===== config.mk =====
export PLATFORM = sky130hd
export DESIGN_NAME = ysyx_22050598_idu_stage
export DESIGN_NICKNAME = d
export VERILOG_FILES = /design/src/rtl/ysyx_22050598_idu_pkg.sv /design/src/rtl/ysyx_22050598_idu_dec.sv /design/src/rtl/ysyx_22050598_idu_stage.sv
export SDC_FILE = /design/constraint.sdc
export NUM_CORES = 1
export LEC_CHECK = 0
export CAP_MARGIN = 20
export CORE_MARGIN = 10
export CORE_UTILIZATION = 45
export CTS_CLUSTER_SIZE = 20
export DETAILED_ROUTE_END_ITERATION = 7
export MAX_ROUTING_LAYER = met4
export PLACE_DENSITY = 0.75
export SLEW_MARGIN = 10
export SYNTH_ARGS = -nofsm -noshare
export SYNTH_HDL_FRONTEND = slang
export SYNTH_SLANG_ARGS = --single-unit

===== constraint.sdc =====
create_clock -name clk -period 16.95 [get_ports clk]
set_clock_uncertainty 0.1 [all_clocks]
set_input_delay 3.39 -clock clk [delete_from_list [all_inputs] [get_ports clk]]
set_output_delay 3.39 -clock clk [all_outputs]
set_load 0.05 [all_outputs]

===== src/rtl/ysyx_22050598_idu_pkg.sv =====
// Shared decode constants and decoded-record layout for the IDU stage and EXU.
// Optional RV64 W-opcode decoding is enabled by YSYX_22050598_IDU_RV64W_EN.
package ysyx_22050598_idu_pkg;

    localparam logic [6:0] OPC_LUI       = 7'b0110111;
    localparam logic [6:0] OPC_AUIPC     = 7'b0010111;
    localparam logic [6:0] OPC_JAL       = 7'b1101111;
    localparam logic [6:0] OPC_JALR      = 7'b1100111;
    localparam logic [6:0] OPC_LOAD      = 7'b0000011;
    localparam logic [6:0] OPC_OP_IMM    = 7'b0010011;
    localparam logic [6:0] OPC_SYSTEM    = 7'b1110011;
    localparam logic [6:0] OPC_BRANCH    = 7'b1100011;
    localparam logic [6:0] OPC_STORE     = 7'b0100011;
    localparam logic [6:0] OPC_OP        = 7'b0110011;
    localparam logic [6:0] OPC_OP_IMM_32 = 7'b0011011;
    localparam logic [6:0] OPC_OP_32     = 7'b0111011;

    localparam int TYPE_W     = 6;
    localparam int TYPE_BIT_I = 5;
    localparam int TYPE_BIT_S = 4;
    localparam int TYPE_BIT_B = 3;
    localparam int TYPE_BIT_U = 2;
    localparam int TYPE_BIT_J = 1;
    localparam int TYPE_BIT_R = 0;

    localparam logic [TYPE_W-1:0] TYPE_NONE = 6'b000000;
    localparam logic [TYPE_W-1:0] TYPE_I    = 6'b100000;
    localparam logic [TYPE_W-1:0] TYPE_S    = 6'b010000;
    localparam logic [TYPE_W-1:0] TYPE_B    = 6'b001000;
    localparam logic [TYPE_W-1:0] TYPE_U    = 6'b000100;
    localparam logic [TYPE_W-1:0] TYPE_J    = 6'b000010;
    localparam logic [TYPE_W-1:0] TYPE_R    = 6'b000001;

    localparam logic [31:0] EBREAK_INST = 32'h0010_0073;

    localparam int REG_IDX_W = 5;
    localparam int FUNCT3_W  = 3;
    localparam int FUNCT7_W  = 7;

    // XLEN-independent part of a decoded record; pc and immediates are
    // appended by the user at their own widths.
    typedef struct packed {
        logic [31:0]       inst;
        logic [TYPE_W-1:0] typ;
        logic              illegal;
        logic              ebreak;
    } idu_ctrl_t;

endpackage


===== src/rtl/ysyx_22050598_idu_dec.sv =====
// Combinational RISC-V decoder: format one-hot, signed/unsigned immediates,
// illegal and ebreak flags. W opcodes decode only with YSYX_22050598_IDU_RV64W_EN and XLEN=64.
module ysyx_22050598_idu_dec
    import ysyx_22050598_idu_pkg::*;
#(
    parameter int XLEN = 64
) (
    input  logic [31:0]       inst_i,
    output logic [TYPE_W-1:0] type_o,
    output logic [XLEN-1:0]   imm_o,
    output logic [XLEN-1:0]   immu_o,
    output logic              illegal_o,
    output logic              ebreak_o
);

`ifdef YSYX_22050598_IDU_RV64W_EN
    localparam bit W_EN = (XLEN == 64);
`else
    localparam bit W_EN = 1'b0;
`endif

    logic [31:0] imm_s32;
    logic [31:0] imm_u32;

    always_comb begin
        type_o    = TYPE_NONE;
        illegal_o = 1'b0;
        case (inst_i[6:0])
            OPC_LUI, OPC_AUIPC:                         type_o = TYPE_U;
            OPC_JAL:                                    type_o = TYPE_J;
            OPC_JALR, OPC_LOAD, OPC_OP_IMM, OPC_SYSTEM: type_o = TYPE_I;
            OPC_BRANCH:                                 type_o = TYPE_B;
            OPC_STORE:                                  type_o = TYPE_S;
            OPC_OP:                                     type_o = TYPE_R;
            OPC_OP_IMM_32: begin
                if (W_EN) type_o    = TYPE_I;
                else      illegal_o = 1'b1;
            end
            OPC_OP_32: begin
                if (W_EN) type_o    = TYPE_R;
                else      illegal_o = 1'b1;
            end
            default:                                    illegal_o = 1'b1;
        endcase
    end

    // Immediates are assembled at 32 bits, then widened to XLEN by casting.
    always_comb begin
        imm_s32 = 32'd0;
        imm_u32 = 32'd0;
        case (type_o)
            TYPE_I: begin
                imm_u32 = {20'd0, inst_i[31:20]};
                imm_s32 = {{20{inst_i[31]}}, inst_i[31:20]};
            end
            TYPE_S: begin
                imm_u32 = {20'd0, inst_i[31:25], inst_i[11:7]};
                imm_s32 = {{20{inst_i[31]}}, inst_i[31:25], inst_i[11:7]};
            end
            TYPE_B: begin
                imm_u32 = {19'd0, inst_i[31], inst_i[7], inst_i[30:25], inst_i[11:8], 1'b0};
                imm_s32 = {{19{inst_i[31]}}, inst_i[31], inst_i[7], inst_i[30:25], inst_i[11:8], 1'b0};
            end
            TYPE_U: begin
                imm_u32 = {inst_i[31:12], 12'd0};
                imm_s32 = {inst_i[31:12], 12'd0};
            end
            TYPE_J: begin
                imm_u32 = {11'd0, inst_i[31], inst_i[19:12], inst_i[20], inst_i[30:21], 1'b0};
                imm_s32 = {{11{inst_i[31]}}, inst_i[31], inst_i[19:12], inst_i[20], inst_i[30:21], 1'b0};
            end
            default: begin
                imm_s32 = 32'd0;
                imm_u32 = 32'd0;
            end
        endcase
    end

    assign imm_o    = XLEN'($signed(imm_s32));
    assign immu_o   = XLEN'(imm_u32);
    assign ebreak_o = (inst_i == EBREAK_INST);

endmodule


===== src/rtl/ysyx_22050598_idu_stage.sv =====
// IDU pipeline stage: decodes {pc, inst} and holds results in a 2-entry skid
// buffer (main + skid) with flush. W opcodes gated by YSYX_22050598_IDU_RV64W_EN.
module ysyx_22050598_idu_stage
    import ysyx_22050598_idu_pkg::*;
#(
    parameter int XLEN = 64,
    parameter int PC_W = 64
) (
    input  logic                 clk,
    input  logic                 rst,
    input  logic                 flush,
    input  logic                 in_valid,
    output logic                 in_ready,
    input  logic [PC_W-1:0]      in_pc,
    input  logic [31:0]          in_inst,
    output logic                 out_valid,
    input  logic                 out_ready,
    output logic [PC_W-1:0]      out_pc,
    output logic [31:0]          out_inst,
    output logic [REG_IDX_W-1:0] out_rs1,
    output logic [REG_IDX_W-1:0] out_rs2,
    output logic [REG_IDX_W-1:0] out_rd,
    output logic [FUNCT3_W-1:0]  out_funct3,
    output logic [FUNCT7_W-1:0]  out_funct7,
    output logic [TYPE_W-1:0]    out_type,
    output logic [XLEN-1:0]      out_imm,
    output logic [XLEN-1:0]      out_immu,
    output logic                 out_illegal,
    output logic                 out_ebreak
);

    typedef struct packed {
        logic [PC_W-1:0] pc;
        idu_ctrl_t       ctrl;
        logic [XLEN-1:0] imm;
        logic [XLEN-1:0] immu;
    } rec_t;

    logic [TYPE_W-1:0] dec_type;
    logic [XLEN-1:0]   dec_imm;
    logic [XLEN-1:0]   dec_immu;
    logic              dec_illegal;
    logic              dec_ebreak;
    rec_t              dec_rec;

    rec_t main_q, main_d;
    rec_t skid_q, skid_d;
    logic main_valid_q, main_valid_d;
    logic skid_valid_q, skid_valid_d;

    logic accept;
    logic consume;

    ysyx_22050598_idu_dec #(
        .XLEN(XLEN)
    ) u_dec (
        .inst_i   (in_inst),
        .type_o   (dec_type),
        .imm_o    (dec_imm),
        .immu_o   (dec_immu),
        .illegal_o(dec_illegal),
        .ebreak_o (dec_ebreak)
    );

    always_comb begin
        dec_rec              = '0;
        dec_rec.pc           = in_pc;
        dec_rec.ctrl.inst    = in_inst;
        dec_rec.ctrl.typ     = dec_type;
        dec_rec.ctrl.illegal = dec_illegal;
        dec_rec.ctrl.ebreak  = dec_ebreak;
        dec_rec.imm          = dec_imm;
        dec_rec.immu         = dec_immu;
    end

    assign in_ready = ~skid_valid_q;
    assign accept   = in_valid & in_ready & ~flush;
    assign consume  = main_valid_q & out_ready;

    // Skid can only be occupied while main is; an accept never coincides
    // with a full skid because in_ready is already low then.
    always_comb begin
        main_d       = main_q;
        skid_d       = skid_q;
        main_valid_d = main_valid_q;
        skid_valid_d = skid_valid_q;
        if (flush) begin
            main_valid_d = 1'b0;
            skid_valid_d = 1'b0;
        end else if (consume) begin
            if (skid_valid_q) begin
                main_d       = skid_q;
                skid_valid_d = 1'b0;
            end else if (accept) begin
                main_d = dec_rec;
            end else begin
                main_valid_d = 1'b0;
            end
        end else if (accept) begin
            if (main_valid_q) begin
                skid_d       = dec_rec;
                skid_valid_d = 1'b1;
            end else begin
                main_d       = dec_rec;
                main_valid_d = 1'b1;
            end
        end
    end

    always_ff @(posedge clk or posedge rst) begin
        if (rst) begin
            main_q       <= '0;
            skid_q       <= '0;
            main_valid_q <= 1'b0;
            skid_valid_q <= 1'b0;
        end else begin
            main_q       <= main_d;
            skid_q       <= skid_d;
            main_valid_q <= main_valid_d;
            skid_valid_q <= skid_valid_d;
        end
    end

    assign out_valid   = main_valid_q;
    assign out_pc      = main_q.pc;
    assign out_inst    = main_q.ctrl.inst;
    assign out_rs1     = main_q.ctrl.inst[19:15];
    assign out_rs2     = main_q.ctrl.inst[24:20];
    assign out_rd      = main_q.ctrl.inst[11:7];
    assign out_funct3  = main_q.ctrl.inst[14:12];
    assign out_funct7  = main_q.ctrl.inst[31:25];
    assign out_type    = main_q.ctrl.typ;
    assign out_imm     = main_q.imm;
    assign out_immu    = main_q.immu;
    assign out_illegal = main_q.ctrl.illegal;
    assign out_ebreak  = main_q.ctrl.ebreak;

endmodule


After elaboration in Yosys (flattened, before gate mapping)
Cells that the tools add are included.
{"block": "totals", "reg_bits": 402, "out_inout_bits": 259, "ramBits": 0, "mem_bits_ro": 0, "inputBits": 101, "memories": 0, "word_cells": 70, "latchBits": 0}
{"block": "op_classes", "eq_ne": 19, "addsub": 0, "order_cmp": 0, "n_reduce_logical": 11, "n_mux": 18, "shift": 0, "n_mul": 0, "div_mod_pow": 0, "n_bitwise": 6}
{"op": "232-bit 2-to-1 mux", "n": 5}
{"op": "32-bit one-hot mux with 5 select lines", "n": 2}
{"op": "6-bit one-hot mux with 6 select lines", "n": 1}
{"op": "32-bit by 21-bit equality test with 1-bit output (second input constant)", "n": 1}
{"op": "7-bit equality test (second input constant)", "n": 4}
{"op": "7-bit by 6-bit equality test with 1-bit output (second input constant)", "n": 3}
{"op": "7-bit by 5-bit equality test with 1-bit output (second input constant)", "n": 2}
{"op": "1-bit 2-to-1 mux", "n": 10}
{"op": "10-bit OR reduction", "n": 1}
{"op": "4-bit AND reduction", "n": 2}
{"op": "7-bit by 2-bit equality test with 1-bit output (second input constant)", "n": 1}
{"op": "6-bit by 2-bit equality test with 1-bit output (second input constant)", "n": 1}
{"op": "6-bit by 3-bit equality test with 1-bit output (second input constant)", "n": 1}
{"op": "6-bit by 4-bit equality test with 1-bit output (second input constant)", "n": 1}
{"op": "6-bit by 5-bit equality test with 1-bit output (second input constant)", "n": 1}
{"op": "6-bit equality test (second input constant)", "n": 1}
{"op": "3-bit != test (second input constant)", "n": 2}
{"op": "3-bit nonzero test", "n": 2}
{"op": "2-bit nonzero test", "n": 2}
{"op": "4-bit OR reduction", "n": 1}
{"op": "1-bit AND", "n": 3}
{"op": "1-bit inverter", "n": 3}
{"op": "3-bit AND reduction", "n": 1}
{"op": "2-bit by 1-bit != test with 1-bit output (second input constant)", "n": 1}
{"op": "other kinds (2)", "n": 2}

Depth between registers and ports, before layout
{"block": "logic_depth", "depth_word": 8, "ltp_mapped": 8, "ltp_nobuf": 5}

Cells and area by module
A second synthesis with hierarchy kept.
{"block": "unflattened", "cells_unflattened": 1487, "hier_area_um2": 21614.5}
{"module": "ysyx_22050598_idu_stage", "area_each_um2": 20236.9, "cells_per_inst": 1275, "seq_area_each_um2": 11661.2, "instances": 1}
{"module": "ysyx_22050598_idu_dec", "area_each_um2": 1377.6, "cells_per_inst": 212, "seq_area_each_um2": 0.0, "instances": 1}

Least setup slack after synthesis
Ideal clock, no wire load.
{"block": "synth_timing", "path_kind": "register -> output", "startpoint": "register out_imm[62] (netlist name)", "endpoint": "output port out_imm[32]", "path_buffers": 1, "t_required_ns": 13.460, "arrival_ns": 1.433, "path_slack_ns": 12.027, "stages_incl_launch_ff": 2, "cell_sequence": "dfrtp_1 > buf_4"}
{"item": "end: declaration", "line_no": "ysyx_22050598_idu_stage.sv:26", "rtl": "output logic [XLEN-1:0] out_imm,"}

Worst setup path in the final report
{"block": "layout_timing", "startpoint": "input port out_ready", "endpoint": "register main_q, in the netlist out_imm[22]"}
{"block": "layout_between", "elab_chain_cells": 3, "word_cells_on_any_way": 5, "cone_classes": "eq/ne (1); mux (1); bitwise (1); reduce/logical (2)"}
{"item": "start: declaration", "line_no": "ysyx_22050598_idu_stage.sv:17", "rtl": "input logic out_ready,"}
{"item": "1-bit AND *", "line_no": "ysyx_22050598_idu_stage.sv:78", "rtl": "assign consume = main_valid_q & out_ready;"}
{"item": "2-bit by 1-bit != test with 1-bit output (no line) or 2-bit nonzero test (tied branches)"}
{"item": "4-bit AND reduction (no line)"}
{"item": "end signal: assignment", "line_no": "ysyx_22050598_idu_stage.sv:117", "rtl": "main_q <= main_d;"}
{"item": "end: declaration", "line_no": "ysyx_22050598_idu_stage.sv:46", "rtl": "rec_t main_q, main_d;"}
Every way passes the cells marked *; elsewhere a longest branch is shown, timed or not.
A chain may end at the register's enable or synchronous reset.

==> out/results.ini <==
[die]
coreArea_sq_um=30800
ios=360
start_util_pct=46.0
die_width_um=197
die_h_um=197
num_rows=64
die_area_sq_um=39000

[timing]
hold_viol_final=0
post-route-min-period_ns=6.80
tightest_slew_ns=1.00
rsz0062_at_grt=no
max_freq_ghz=0.147
fin_crit_sh_pct=40.1
setup_viol=0
tns_ns=0
drv_slew=0
maxSlewHeadroom_pct=33.0

[setup_path]
critPathRequiredTime_ns=17.28
end_kind=flip-flop
cp_max_fo=97
worstSetupPathType=in -> reg
critPathArrivalTime_ns=7.13
cp-start-kind=primary input

[logic_synthesis]
async_flop_share_pct=100
synth_seq_cells=314
ys_warn_count=0
synth_top_area_share_pct=55.5
syn_inst=1634
synth-edff-count=0
ys_types=55
synth_top_area_cell=dfrtp_1
synth.avg_cell_area_sq_um=8.67
synth_area_leaders=dfrtp_1 (55%), nand2_1 (15%), buf_4 (5.5%)
seq_area_frac_synth_pct=55.5
syn_area_sq_um=14200
synthFlopType=dfrtp_1

[clock_tree]
cts_max_level=2
hold_buffers=0
cts_resized=0
clkSinkCount=314
cts_buffer_depth=3
worstSkewPairLatency_ns=0.51
path_clk_slew_ns=0.06
cts_setup_buffers=0
numCtsBuffers=37
tritoncts=yes
cts.root.buffer_cell=clkbuf_16

[layout]
final_common_cell=nand2_1
layout.nets=1934
area_delta_synth_final_pct=27.9
drive_above_1_share_pct=4.52
num_antenna_cells=0
layout_common_cells=nand2_1 (577), clkdlybuf4s50_1 (327), dfrtp_1 (314)
finalNonFillerCells=2254

[status]
status=finished clean

[route]
drtIter0Drc=889
ant_nets=0
via_per_inst=5.38
wirelength_mm=42.7
drtPass1Iterations=8
vias=12117
route.detailed.drc=0
wl_per_cell_um=19.0

[placement]
dpl.hpwl_mm=28.1
placed_cells=2188
gp_congestion=0.848
io_buffers=327

[worst_hold_path]
hold_path.class=reg -> reg

[power_and_ir_drop]
ir_drop_mv=0.0860
power_density_nw_per_um2=142
p_leak_nw=8.12

[global_route]
grtUsageTotal_pct=21.7
grt_max_degree=107
overflow=0
grt_pass1_wl_mm=66.8
grt_pass1_vias=12146
antenna_found_initial=0

[flow_run]
cap_violations=0

[power breakdown]
part	total [W]	internal [W]	switching (W)
Clock	0.000772	0.000467	0.000305
Sequential	0.000975	0.000886	0.0000886
Combinational	0.000820	0.000256	0.000564
[synth_stat cells, types with 2 or more instances]
cell type	n
nand2_1	578
dfrtp_1	314
nor2_1	161
a31oi_1	113
buf_4	103
a21oi_1	64
buf_2	61
o21ai_0	48
clkbuf_1	45
nand3_1	35
or3_1	15
a22o_1	7
and3_1	7
o22ai_1	7
a221oi_1	6
o21ai_1	6
a22oi_1	5
inv_1	5
nor4_1	5
nor3_1	3
o211ai_1	3
o21bai_1	3
a21o_1	2
a21oi_2	2
and2_1	2
nand2b_1	2
nand4_1	2
nor2b_1	2
nor3_4	2
[registers in the layout, indices dropped and copies added, names as in the netlist]
name / flops
skid_valid_q: 1
out_type: 6
skid_q: 156
out_immu: 20
out_ebreak: 1
out_pc: 64
out_valid: 1
out_inst: 32
out_imm: 32
out_illegal: 1
[cells by family (layout without fill, tap and decap cells)]
group	after synthesis	after routing	share of synthesized area [%]
adder cells (fa/ha/maj)	1	1	0.0706
AO/OA/AOI/OAI	276	276	11.9
buffers and inverters	216	409	9.04
other	1	32	0.0265
AND/OR/NAND/NOR	825	825	23.4
flip-flops	314	314	55.5
multiplexers	1	1	0.0795
[worst max-delay path, cell delays in order]
cell and delay (ns):
clkdlybuf4s50_1 0.60, nor2b_1 0.17, a211oi_4 0.20, buf_4 0.67
buf_4 0.83, buf_4 0.86, o21ai_0 0.19, a21oi_1 0.17
[per-layer routing]
layer | global-route usage, % | share of wire (%) | wire (um) | vias to the layer above
met3 | 4.72 | 8.1 | 3440 | 66
met1 | 26.9 | 42 | 17900 | 5923
li1 | - | - | - | 5648
met4 | 6.84 | 2.4 | 1010 | 0
met5 | - | 0 | 0 | -
met2 | 35.0 | 48 | 20400 | 480
[path summary, 6_finish.rpt]
path                         startpoint     endpoint  slack, ns  depth (start not counted)
setup reg to reg           skid_valid_q  out_imm[22]      13.03                          7
max in group asynchronous           rst   out_pc[36]      11.17                          4
hold / removal              skid_q[203]  skid_q[203]       0.37                          2
min in group asynchronous           rst  skid_q[155]       3.31                          2
hold reg to reg             skid_q[203]  skid_q[203]       0.37                          2
setup / recovery              out_ready  out_imm[22]      10.15                          8
[layout make-up]
class | count | area, sq um
clock buffers | 58 | 1120
clock inverters | 6 | 63.8
fillers | 2661 | 12700
inverters | 5 | 26.3
multi-input cells | 1135 | 5180
flip-flops and latches | 314 | 7860
well taps | 396 | 495
repair buffers | 340 | 3380
[per-stage QoR]
stage | instance area (sq um) | worst slack (ns) | util (%) | power [W] | hold WS, ns
CTS | 18100 | 10.09 | 58.7 | 0.00259 | 0.374
global placement | 16900 | 9.75 | 54.9 | 0.00179 | 0.354
detailed placement | 16900 | 9.57 | 54.9 | 0.00181 | 0.357
floorplan | 14300 | 4.77 | - | 0.00155 | 0.338
finish | 18100 | 10.15 | 58.8 | 0.00257 | 0.371
global route | 18100 | 9.74 | 58.8 | 0.00267 | 0.388
Note: power is estimated with default switching activity, not from simulation.
